### config.mk
export PLATFORM = sky130hd
export DESIGN_NAME = param_tick_gen
export DESIGN_NICKNAME = d
export VERILOG_FILES = /design/src/rtl/param_tick_gen.sv
export SDC_FILE = /design/constraint.sdc
export NUM_CORES = 1
export LEC_CHECK = 0
export CAP_MARGIN = 20
export CORE_ASPECT_RATIO = 1.75
export CORE_MARGIN = 2
export CORE_UTILIZATION = 56
export DETAILED_ROUTE_END_ITERATION = 8
export PLACE_DENSITY = 0.92
export SETUP_SLACK_MARGIN = 0.05
export SYNTH_ARGS = -nofsm -noshare
export SYNTH_HDL_FRONTEND = slang
export SYNTH_SLANG_ARGS = --single-unit
### constraint.sdc
create_clock -name clk -period 4.1 [get_ports clk]
set_input_delay 0.41 -clock clk [delete_from_list [all_inputs] [get_ports clk]]
set_output_delay 0.41 -clock clk [all_outputs]
set_load 0.005 [all_outputs]
### src/rtl/param_tick_gen.sv
// param_tick_gen: programmable count-enable pulse generator.
// Emits one-cycle ticks every div_in+1 cycles, either continuously or as a
// burst of burst_in+1 ticks. All outputs are registered.
//
// Ports:
//   clk       - clock, rising edge
//   rst       - synchronous active-high reset, dominates all inputs
//   start_in  - start request, honoured only while idle
//   stop_in   - abort request, honoured only while running
//   mode_in   - 0 = continuous, 1 = burst (latched at start)
//   div_in    - tick period minus one (latched at start)
//   burst_in  - burst tick count minus one (latched at start)
//   tick_out  - one-cycle enable pulse for the downstream counter
//   busy_out  - high while running
//   done_out  - one-cycle pulse coincident with the final burst tick
module param_tick_gen #(
  parameter int unsigned DIV_WIDTH   = 8,
  parameter int unsigned BURST_WIDTH = 4
) (
  input  logic                   clk,
  input  logic                   rst,
  input  logic                   start_in,
  input  logic                   stop_in,
  input  logic                   mode_in,
  input  logic [DIV_WIDTH-1:0]   div_in,
  input  logic [BURST_WIDTH-1:0] burst_in,
  output logic                   tick_out,
  output logic                   busy_out,
  output logic                   done_out
);

  typedef enum logic {
    ST_IDLE = 1'b0,
    ST_RUN  = 1'b1
  } state_e;

  state_e                 state_q, state_d;
  logic [DIV_WIDTH-1:0]   div_lat_q, div_lat_d;
  logic [BURST_WIDTH-1:0] burst_lat_q, burst_lat_d;
  logic                   mode_lat_q, mode_lat_d;
  logic [DIV_WIDTH-1:0]   pc_q, pc_d;
  logic [BURST_WIDTH-1:0] tc_q, tc_d;
  logic                   tick_q, tick_d;
  logic                   busy_q, busy_d;
  logic                   done_q, done_d;

  // State register and all flops; reset clears control and outputs.
  always_ff @(posedge clk) begin
    if (rst) begin
      state_q     <= ST_IDLE;
      div_lat_q   <= '0;
      burst_lat_q <= '0;
      mode_lat_q  <= 1'b0;
      pc_q        <= '0;
      tc_q        <= '0;
      tick_q      <= 1'b0;
      busy_q      <= 1'b0;
      done_q      <= 1'b0;
    end else begin
      state_q     <= state_d;
      div_lat_q   <= div_lat_d;
      burst_lat_q <= burst_lat_d;
      mode_lat_q  <= mode_lat_d;
      pc_q        <= pc_d;
      tc_q        <= tc_d;
      tick_q      <= tick_d;
      busy_q      <= busy_d;
      done_q      <= done_d;
    end
  end

  // Next-state and next-output logic; pulses default low every cycle.
  always_comb begin
    state_d     = state_q;
    div_lat_d   = div_lat_q;
    burst_lat_d = burst_lat_q;
    mode_lat_d  = mode_lat_q;
    pc_d        = pc_q;
    tc_d        = tc_q;
    tick_d      = 1'b0;
    busy_d      = busy_q;
    done_d      = 1'b0;

    unique case (state_q)
      ST_IDLE: begin
        // A start colliding with a stop is treated as no request.
        if (start_in && !stop_in) begin
          div_lat_d   = div_in;
          burst_lat_d = burst_in;
          mode_lat_d  = mode_in;
          pc_d        = '0;
          tc_d        = '0;
          busy_d      = 1'b1;
          state_d     = ST_RUN;
        end
      end

      ST_RUN: begin
        if (stop_in) begin
          // Abort wins over a tick due on the same edge.
          pc_d    = '0;
          tc_d    = '0;
          busy_d  = 1'b0;
          state_d = ST_IDLE;
        end else if (pc_q != div_lat_q) begin
          pc_d = pc_q + DIV_WIDTH'(1);
        end else begin
          pc_d   = '0;
          tick_d = 1'b1;
          if (mode_lat_q) begin
            if (tc_q != burst_lat_q) begin
              tc_d = tc_q + BURST_WIDTH'(1);
            end else begin
              tc_d    = '0;
              done_d  = 1'b1;
              busy_d  = 1'b0;
              state_d = ST_IDLE;
            end
          end else begin
            tc_d = '0;
          end
        end
      end

      default: begin
        state_d = ST_IDLE;
      end
    endcase
  end

  assign tick_out = tick_q;
  assign busy_out = busy_q;
  assign done_out = done_q;

endmodule

# Word level (Yosys, flattened, before mapping)
# Index checks and enable logic that the tools add are counted.
# classes
n_reduce_logical	7
bitwise_logic	2
n_eq_ne	6
n_addsub	2
mux	24
# ops
op	n
$mux 8	3
$mux 4	5
$pmux 8 s2	1
$mux 1	12
$add 8x1->8 const B	1
$ne 8x8->1	1
$pmux 4 s2	1
$ne 3x3->1 const B	2
$reduce_or 5->1	1
$add 4x1->4 const B	1
$ne 4x4->1	1
$pmux 1 s2	2
$reduce_and 2->1	2
$reduce_and 4->1	1
$ne 3x2->1 const B	1
$reduce_or 3->1	1
$ne 2x2->1 const B	1
$not 1->1	2
$logic_and 1x1->1	1
$logic_not 1->1	1
# word_totals
word_cells	50
reg_bits	29
output_inout_bits	3
in_bits	17

# Depth between registers and ports, before layout
# Gate-level depths: netlist of run 1.
# depth
depth_word	6
mapped_depth	6
depth_no_buf	5

# Least setup slack after synthesis of run 1
# No wires, ideal clock.
# synth_path
kind	input to register
start	input start_in
end	register tc_q[1]
path_stages	4
arrival_ps	1442
t_required_ps	4030
n_path_buf	0
path_slack_ps	2588
setup_ps	70
path_cell_list	nor2b_1 -> nor2_1 -> or4b_1 -> a21oi_1
# synth_via
elab_chain_len	3
# synth_rtl
item	line_no	source
start: declaration	22	input logic start_in,
$logic_and 1x1->1	87	if (start_in && !stop_in) begin
$ne 2x2->1 (no source line)	n/a	
$reduce_and 2->1 (no source line)	n/a	
end signal: assignment	65	tc_q <= tc_d;
end: declaration	42	logic [BURST_WIDTH-1:0] tc_q, tc_d;
# Every way passes these cells.
# A chain may end at the register's enable or synchronous reset.

# Final worst setup path of run 1
# layout_path
start	input start_in
end	register busy_q, in the netlist busy_out
# layout_via
elab_chain_len	3
# layout_rtl
item	line_no	source
$logic_and 1x1->1	87	
$ne 2x2->1 (no source line)	n/a	
$reduce_and 4->1 (no source line)	n/a	
end signal: assignment	67	busy_q <= busy_d;
end: declaration	44	logic busy_q, busy_d;
# Every way passes these cells.

==> results of run 1 <==
## logic make-up after synthesis
kind of cell,share of synthesized area [%]
and+or+nand+nor,24.2
muxes,0.760
adders and majority gates,1.90
xor gates and xnor gates,10.6
DFF,44.1
AOI/OAI and AO/OA,15.3
buffers and inverters,3.04
## sequential cells by signal, summed over array words and instances (netlist names)
signal and count:
div_lat_q 8, tc_q 4, tick_out 1, burst_lat_q 4, busy_out 1, pc_q 8
mode_lat_q 1, done_out 1, state_q 1
## cell type report
cell class / instances / area (um^2)
multi-input cells: 117 / 696
fillers: 202 / 659
flip-flops and latches: 29 / 581
repair buffers: 19 / 190
clock buffers: 7 / 96.3
well taps: 25 / 31.3
inverters: 4 / 15.0
clock inverters: 1 / 5.00
## final timing paths
kind / start / end / cells after the start
worst max-delay path: start_in / busy_out / 5
worst min-delay path: burst_lat_q[3] / burst_lat_q[3] / 2
worst max register to register: pc_q[3] / tc_q[0] / 5
worst min register to register: burst_lat_q[3] / burst_lat_q[3] / 2
## placed cells by master, fill, tap and decap left out, drive strengths merged, types with 2 or more instances in the layout
| master | count |
|---|---|
| a211oi | 4 |
| a21oi | 18 |
| clkbuf | 7 |
| clkdlybuf4s50 | 19 |
| dfxtp | 29 |
| ha | 2 |
| inv | 4 |
| nand2 | 30 |
| nand2b | 3 |
| nand3 | 3 |
| nor2 | 10 |
| nor2b | 4 |
| nor3 | 5 |
| nor4 | 2 |
| o21ai | 4 |
| o32ai | 2 |
| or3 | 3 |
| xor2 | 15 |
## critical path: stages
cell,delay [ns]
clkdlybuf4s50_1,0.45
nor2b_1,0.31
nor2b_1,0.80
a21oi_1,0.12
a211oi_1,0.26
## layer usage
layer | wire length [um] | part of all wire [%] | up-vias
met5 | 0 | 0 | -
met4 | 80 | 2.9 | 0
met2 | 1550 | 56 | 23
met3 | 105 | 3.8 | 6
li1 | - | - | 576
met1 | 1050 | 38 | 505
## stage by stage
stage          hold slack, ns  area, um^2  worst slack [ns]  util [%]  std cells
2_1_floorplan           0.448        1320              2.59         -        156
3_3_place_gp            0.456        1510              1.72      66.5        194
3_5_place_dp            0.462        1510              1.61      66.5        194
4_1_cts                 0.470        1610              1.90      71.0        202
5_1_grt                 0.499        1610              1.76      71.0        202
6_report                0.472        1610              1.92      71.0        202
## power breakdown
| group | internal (W) | switching (W) |
|---|---|---|
| logic | 0.0000286 | 0.0000327 |
| registers | 0.000290 | 0.00000631 |
| clock network | 0.000151 | 0.000104 |
| total | 0.000470 | 0.000143 |
==> results.cfg, run 1 <==
[drt]
drtAntennaViolNets = 0
drtPass1Iterations = 4
via_per_inst = 5.50
vias = 1110
drt_first_iter_violations = 17
drc = 0
wirelength_mm = 2.78
wl_per_cell_um = 13.8

[timing]
hold_viol = 0
final.period_utilization_pct = 53.2
maxSlewViolCount = 0
worst_pin_slew_ns = 1.03
setup_violations = 0
layout_min_cycle_time_ns = 2.18
grt_setup_unrepaired = no
clock_skew_ns = 0.00420
tns_ns = 0
max-slew-margin-rel_pct = 31.2
max_freq_mhz = 459

[flow_run]
maxCapViolations = 0

[floorplanning]
ios = 20
initial_utilization_pct = 57.9
num_rows = 23
die_w_um = 40.7
dieArea_um2 = 2770
die_y_um = 68.1
fp.coreArea_um2 = 2270

[place]
io_buffers = 19
place.gp.congestion = 0.774
post-dp-hpwl_mm = 1.99

[cells_and_area]
layout-drive-gt1-share_pct = 7.91
syn_to_final_growth_pct = 22.6
final_nets = 195
antenna_cells = 0

[status]
run_status = finished clean

[synth]
synth_area_um2 = 1320
netlist_top_cells_area = dfxtp_1 (44%), xor2_1 (10%), nand2_1 (8.6%)
async_flop_share_pct = 0
yosysWarnings = 0
syn_inst = 156
syn_nets = 175
ys_seq_area_share_pct = 44.1
yosysTopAreaCellShare_pct = 44.1
yosysTopAreaCell = dfxtp_1
synth_cell_type_count = 33
ys_ff_latch = 29
synth_flop_cell = dfxtp_1
synth-edff-count = 0
post-synth-top-count-cell = nand2_1
synth.avg_cell_area_um2 = 8.44
ys_top_cells_by_count = nand2_1 (30), dfxtp_1 (29), a21oi_1 (18)

[clock_tree]
post_cts_buffers = 0
clock-root-buffer = clkbuf_8
clk_pin_slew_worst_paths_ns = 0.06
clockBufferDepth = 2
cts_tree = built
cts_hold_buffers = 0
numCtsBuffers = 5
cts.sinks = 29
cts.repair.resized = 0
clkLatencyLatePin_ns = 0.28
htreeDepth = 2

[setup_path]
worstPathRequired_ns = 4.28
rrSetupSlack_ns = 2.19
crit_path_start_kind = primary input
cp.arrival_ns = 2.36
crit_type = primary input to flop
cp-end-kind = flop
worstPathMaxFanout = 15

[grt]
grt_use_met2_pct = 41.3
grt_use_met3_pct = 7.14
antenna_found_initial = 0
grt_max_degree = 32
use_met1_pct = 20.0
grt_pass1_wl_mm = 4.19
track_usage_pct = 23.6
grt_pass1_vias = 1079
grt_most_used_layer = met2
grt.overflow.total = 0

[min_path]
hold_class = flop to flop

[power_and_ir_drop]
p_total_w = 0.000613
irDropWorstVdd_v = 0.000325
p_per_area_nw_per_um2 = 380
leakage_nw = 0.633
Note: power is estimated with default switching activity, not from simulation.
==> run 2: changes to the inputs <==
CORE_UTILIZATION = 47   (was 56)
PLACE_DENSITY = 0.84   (was 0.92)
clock period = 1.95 ns   (was 4.1 ns; I/O delays follow)
==> results.cfg, run 2 (same netlist as run 1, synthesis figures left out) <==
[min_path]
hold_class = primary input to flop

[timing]
max_freq_mhz = 558
worst_pin_slew_ns = 0.541
max-slew-margin-rel_pct = 63.9
maxSlewViolCount = 0
clock_skew_ns = 0.00483
grt_setup_unrepaired = no
layout_min_cycle_time_ns = 1.79
setup_violations = 0
final.period_utilization_pct = 92.0
hold_viol = 0
tns_ns = 0

[drt]
wirelength_mm = 2.83
drtAntennaViolNets = 0
wl_per_cell_um = 13.6
vias = 1167
via_per_inst = 5.61
drt_first_iter_violations = 22
drtPass1Iterations = 4
drc = 0

[setup_path]
crit_path_start_kind = flop
crit_chain = xor2_1 > nor2_2 > a41oi_4 > or4b_1 > a21oi_1
cp.arrival_ns = 2.00
worstPathMaxFanout = 12
slowest_delay_ns = 0.57
crit_family = simple AND/OR/NAND/NOR gates
crit_type = flop to flop
critPathSlowestCell = or4b_1
cp-end-kind = flop
worstPathRequired_ns = 2.16
path_buf_inv = 0

[clock_tree]
htreeDepth = 2
cts.sinks = 29
clockBufferDepth = 2
cts_tree = built
clkLatencyLatePin_ns = 0.28
post_cts_buffers = 0
clk_pin_slew_worst_paths_ns = 0.06
numCtsBuffers = 5
clock-root-buffer = clkbuf_8

[cells_and_area]
seqCellArea_um2 = 581
syn_to_final_growth_pct = 26.1
reg_top3 = div_lat_q (8), pc_q (8)
post-route-util_pct = 61.7
multi_input_area_um2 = 709
num-fill-cells = 234
layout-drive-gt1-share_pct = 10.5
antenna_cells = 0
final_common_cell = nand2_1
final_cell_mix = nand2_1 (30), dfxtp_1 (29), clkdlybuf4s50_1 (19)
final_nets = 199

[power_and_ir_drop]
p_per_area_nw_per_um2 = 785
leakage_nw = 0.654
irDropWorstVdd_v = 0.000580

[floorplanning]
ios = 20
die_w_um = 44.0
dieArea_um2 = 3260
fp.coreArea_um2 = 2690
initial_utilization_pct = 48.9
die_y_um = 74.0
num_rows = 25

[grt]
antenna_found_initial = 0
grt_max_degree = 24
grt.overflow.total = 0
track_usage_pct = 20.0
grt_pass1_wl_mm = 4.77
grt_pass1_vias = 1177

[status]
run_status = finished clean

[place]
io_buffers = 19
place.gp.congestion = 0.870
post-dp-hpwl_mm = 2.11

[flow_run]
maxCapViolations = 0
run 2: area by class of cell:
cell class | count | share of cell area, %
multi-input cells | 117 | 42.7
repair buffers | 23 | 13.3
flip-flops and latches | 29 | 35.0
clock buffers | 7 | 5.80
inverters | 4 | 0.904
well taps | 27 | 2.03
clock inverters | 1 | 0.301
run 2: what timing repair did:
| item | CTS | global route |
|---|---|---|
| resized for setup | 0 | 2 |
| hold buffers | 0 | 0 |
| setup endpoints to repair | 0 | 2 |
run 2: layer usage:
layer,vias up,track usage (%),wire [um]
met3,7,3.64,98
met1,551,20.3,1160
li1,586,-,-
met2,23,35.3,1490
met5,-,0,0
met4,0,14.8,84
run 2: path summary, 6_finish.rpt:
| path | start | end | slack, ns | cells past startpoint |
|---|---|---|---|---|
| worst max-delay path | pc_q[5] | tc_q[1] | 0.16 | 5 |
| worst min-delay path | div_in[1] | div_lat_q[1] | 0.46 | 3 |
| worst min register to register | burst_lat_q[3] | burst_lat_q[3] | 0.47 | 2 |
| worst max register to register | pc_q[5] | tc_q[1] | 0.16 | 5 |
run 2: per-stage QoR:
step           worst slack (ns)  cells  hold WS, ns  instance area (um^2)  power [W]
2_1_floorplan             0.481    156        0.331                  1320   0.000710
3_3_place_gp              0.156    200        0.457                  1550   0.000768
3_5_place_dp             0.0889    200        0.463                  1550   0.000773
4_1_cts                  0.0741    208        0.458                  1650    0.00131
5_1_grt                  0.0556    208        0.476                  1660    0.00136
6_report                  0.157    208        0.461                  1660    0.00130
run 2: power by group:
group / internal (W) / leakage (nW) / switching, W
registers: 0.000610 / 0.235 / 0.0000130
clock network: 0.000318 / 0.0542 / 0.000219
logic: 0.0000679 / 0.365 / 0.0000745
total: 0.000996 / 0.654 / 0.000307
run 2: worst register-to-register path, stage by stage, from the launching register on:
cell     delay (ns)
dfxtp_1        0.35
xor2_1         0.19
nor2_2         0.20
a41oi_4        0.24
or4b_1         0.57
a21oi_1        0.17
==> run 3: changes to the inputs <==
CORE_UTILIZATION = 49   (was 47)
CTS_BUF_LIST = sky130_fd_sc_hd__clkbuf_8   (was default)
PLACE_DENSITY = 0.86   (was 0.84)
==> results.cfg, run 3 (same netlist as run 1, synthesis figures left out) <==
[min_path]
hold_class = primary input to flop

[drt]
via_per_inst = 5.68
wirelength_mm = 2.89
drc = 0
wl_per_cell_um = 13.8
drtAntennaViolNets = 0
drt_first_iter_violations = 21
vias = 1192
drtPass1Iterations = 4

[timing]
maxSlewViolCount = 0
max-slew-margin-rel_pct = 63.7
grt_setup_unrepaired = no
worst_pin_slew_ns = 0.544
tns_ns = 0
final.period_utilization_pct = 89.6
max_freq_mhz = 573
clock_skew_ns = 0.00163
fin_ws_ns = 0.203
setup_violations = 0
layout_min_cycle_time_ns = 1.75
hold_viol = 0

[cells_and_area]
layout-drive-gt1-share_pct = 12.0
post-route-util_pct = 66.6
antenna_cells = 0
syn_to_final_growth_pct = 27.7
final_cell_mix = nand2_1 (30), dfxtp_1 (28), clkdlybuf4s50_1 (19)
final_common_cell = nand2_1
num-fill-cells = 200
reg_top3 = div_lat_q (8), pc_q (8)
stdcell_area_um2 = 1680
multi_input_area_um2 = 707
final_nets = 202
seqCellArea_um2 = 582

[power_and_ir_drop]
leakage_nw = 0.670
switchingPower_w = 0.000304
switching_share_pct = 23.4
p_per_area_nw_per_um2 = 775
p_int_w = 0.000998
irDropWorstVdd_v = 0.000570
p_total_w = 0.00130
pwr-share-clk_pct = 40.8
p_seq_share_pct = 47.9
combPwrFrac_pct = 11.3

[setup_path]
crit_path_start_kind = flop
worstPathRequired_ns = 2.16
cp-end-kind = flop
cp.arrival_ns = 1.95
crit_type = flop to flop
worstPathMaxFanout = 9

[clock_tree]
numCtsBuffers = 5
clock-root-buffer = clkbuf_8
clockBufferDepth = 2
htreeDepth = 2
cts_tree = built
clkLatencyLatePin_ns = 0.28
cts_hold_buffers = 0
cts.sinks = 29
clk_pin_slew_worst_paths_ns = 0.06

[place]
dpl-instance-area_um2 = 1540
post-dp-hpwl_mm = 2.01
place.gp.congestion = 0.796
io_buffers = 19
place_ws_ns = 0.110

[grt]
grt_pass1_vias = 1118
track_usage_pct = 19.8
grt_pass1_wl_mm = 4.57
antenna_found_initial = 0
grt_max_degree = 24
grt.overflow.total = 0

[floorplanning]
fp.coreArea_um2 = 2520
die_y_um = 72.6
num_rows = 24
ios = 20
initial_utilization_pct = 52.2
die_w_um = 43.2
dieArea_um2 = 3130

[flow_run]
maxCapViolations = 0

[status]
run_status = finished clean
[run 3: worst max-delay path, stage by stage, from the launching register on]
cell and delay (ns):
dfxtp_1 0.35, xor2_1 0.17, nor2_1 0.22, a41oi_4 0.21, or4b_1 0.56, a21oi_1 0.16
[run 3: metal layers]
metal	vias to the layer above	part of all wire, %	global-route usage (%)
li1	585	-	-
met1	566	39	19.7
met2	35	53	34.0
met3	6	5.5	7.21
met4	0	2.0	12.1
met5	-	0	0
[run 3: layout make-up]
type,count,area share [%]
sequential,29,34.6
multi-input combinational,117,42.1
timing repair buffer,26,14.4
inverter,4,0.894
tap,26,1.94
clock buffer,7,5.73
clock inverter,1,0.298
[run 3: through the flow]
stage | cells | hold slack (ns)
global route | 210 | 0.469
floorplan | 156 | 0.331
finish | 210 | 0.463
detailed placement | 199 | 0.461
global placement | 199 | 0.455
CTS | 207 | 0.458
[run 3: final timing paths]
path	start	endpoint	slack [ns]	cells past startpoint
min reg2reg	div_lat_q[7]	div_lat_q[7]	0.47	2
max	pc_q[1]	tc_q[1]	0.20	5
max reg2reg	pc_q[1]	tc_q[1]	0.20	5
min	div_in[0]	div_lat_q[0]	0.46	3
[run 3: power groups by stage]
stage	Sequential (W)	Combinational, W	Clock, W
after floorplan	0.000634	0.0000768	0
after global placement	0.000635	0.000132	0
after detailed placement	0.000636	0.000137	0
after CTS	0.000623	0.000138	0.000545
after global routing	0.000625	0.000161	0.000568
final	0.000624	0.000147	0.000532
[run 3: what timing repair did]
action / CTS / global route
gates resized for setup: 0 / 2
endpoints found under the setup margin: 0 / 2
buffers inserted: 0 / 3
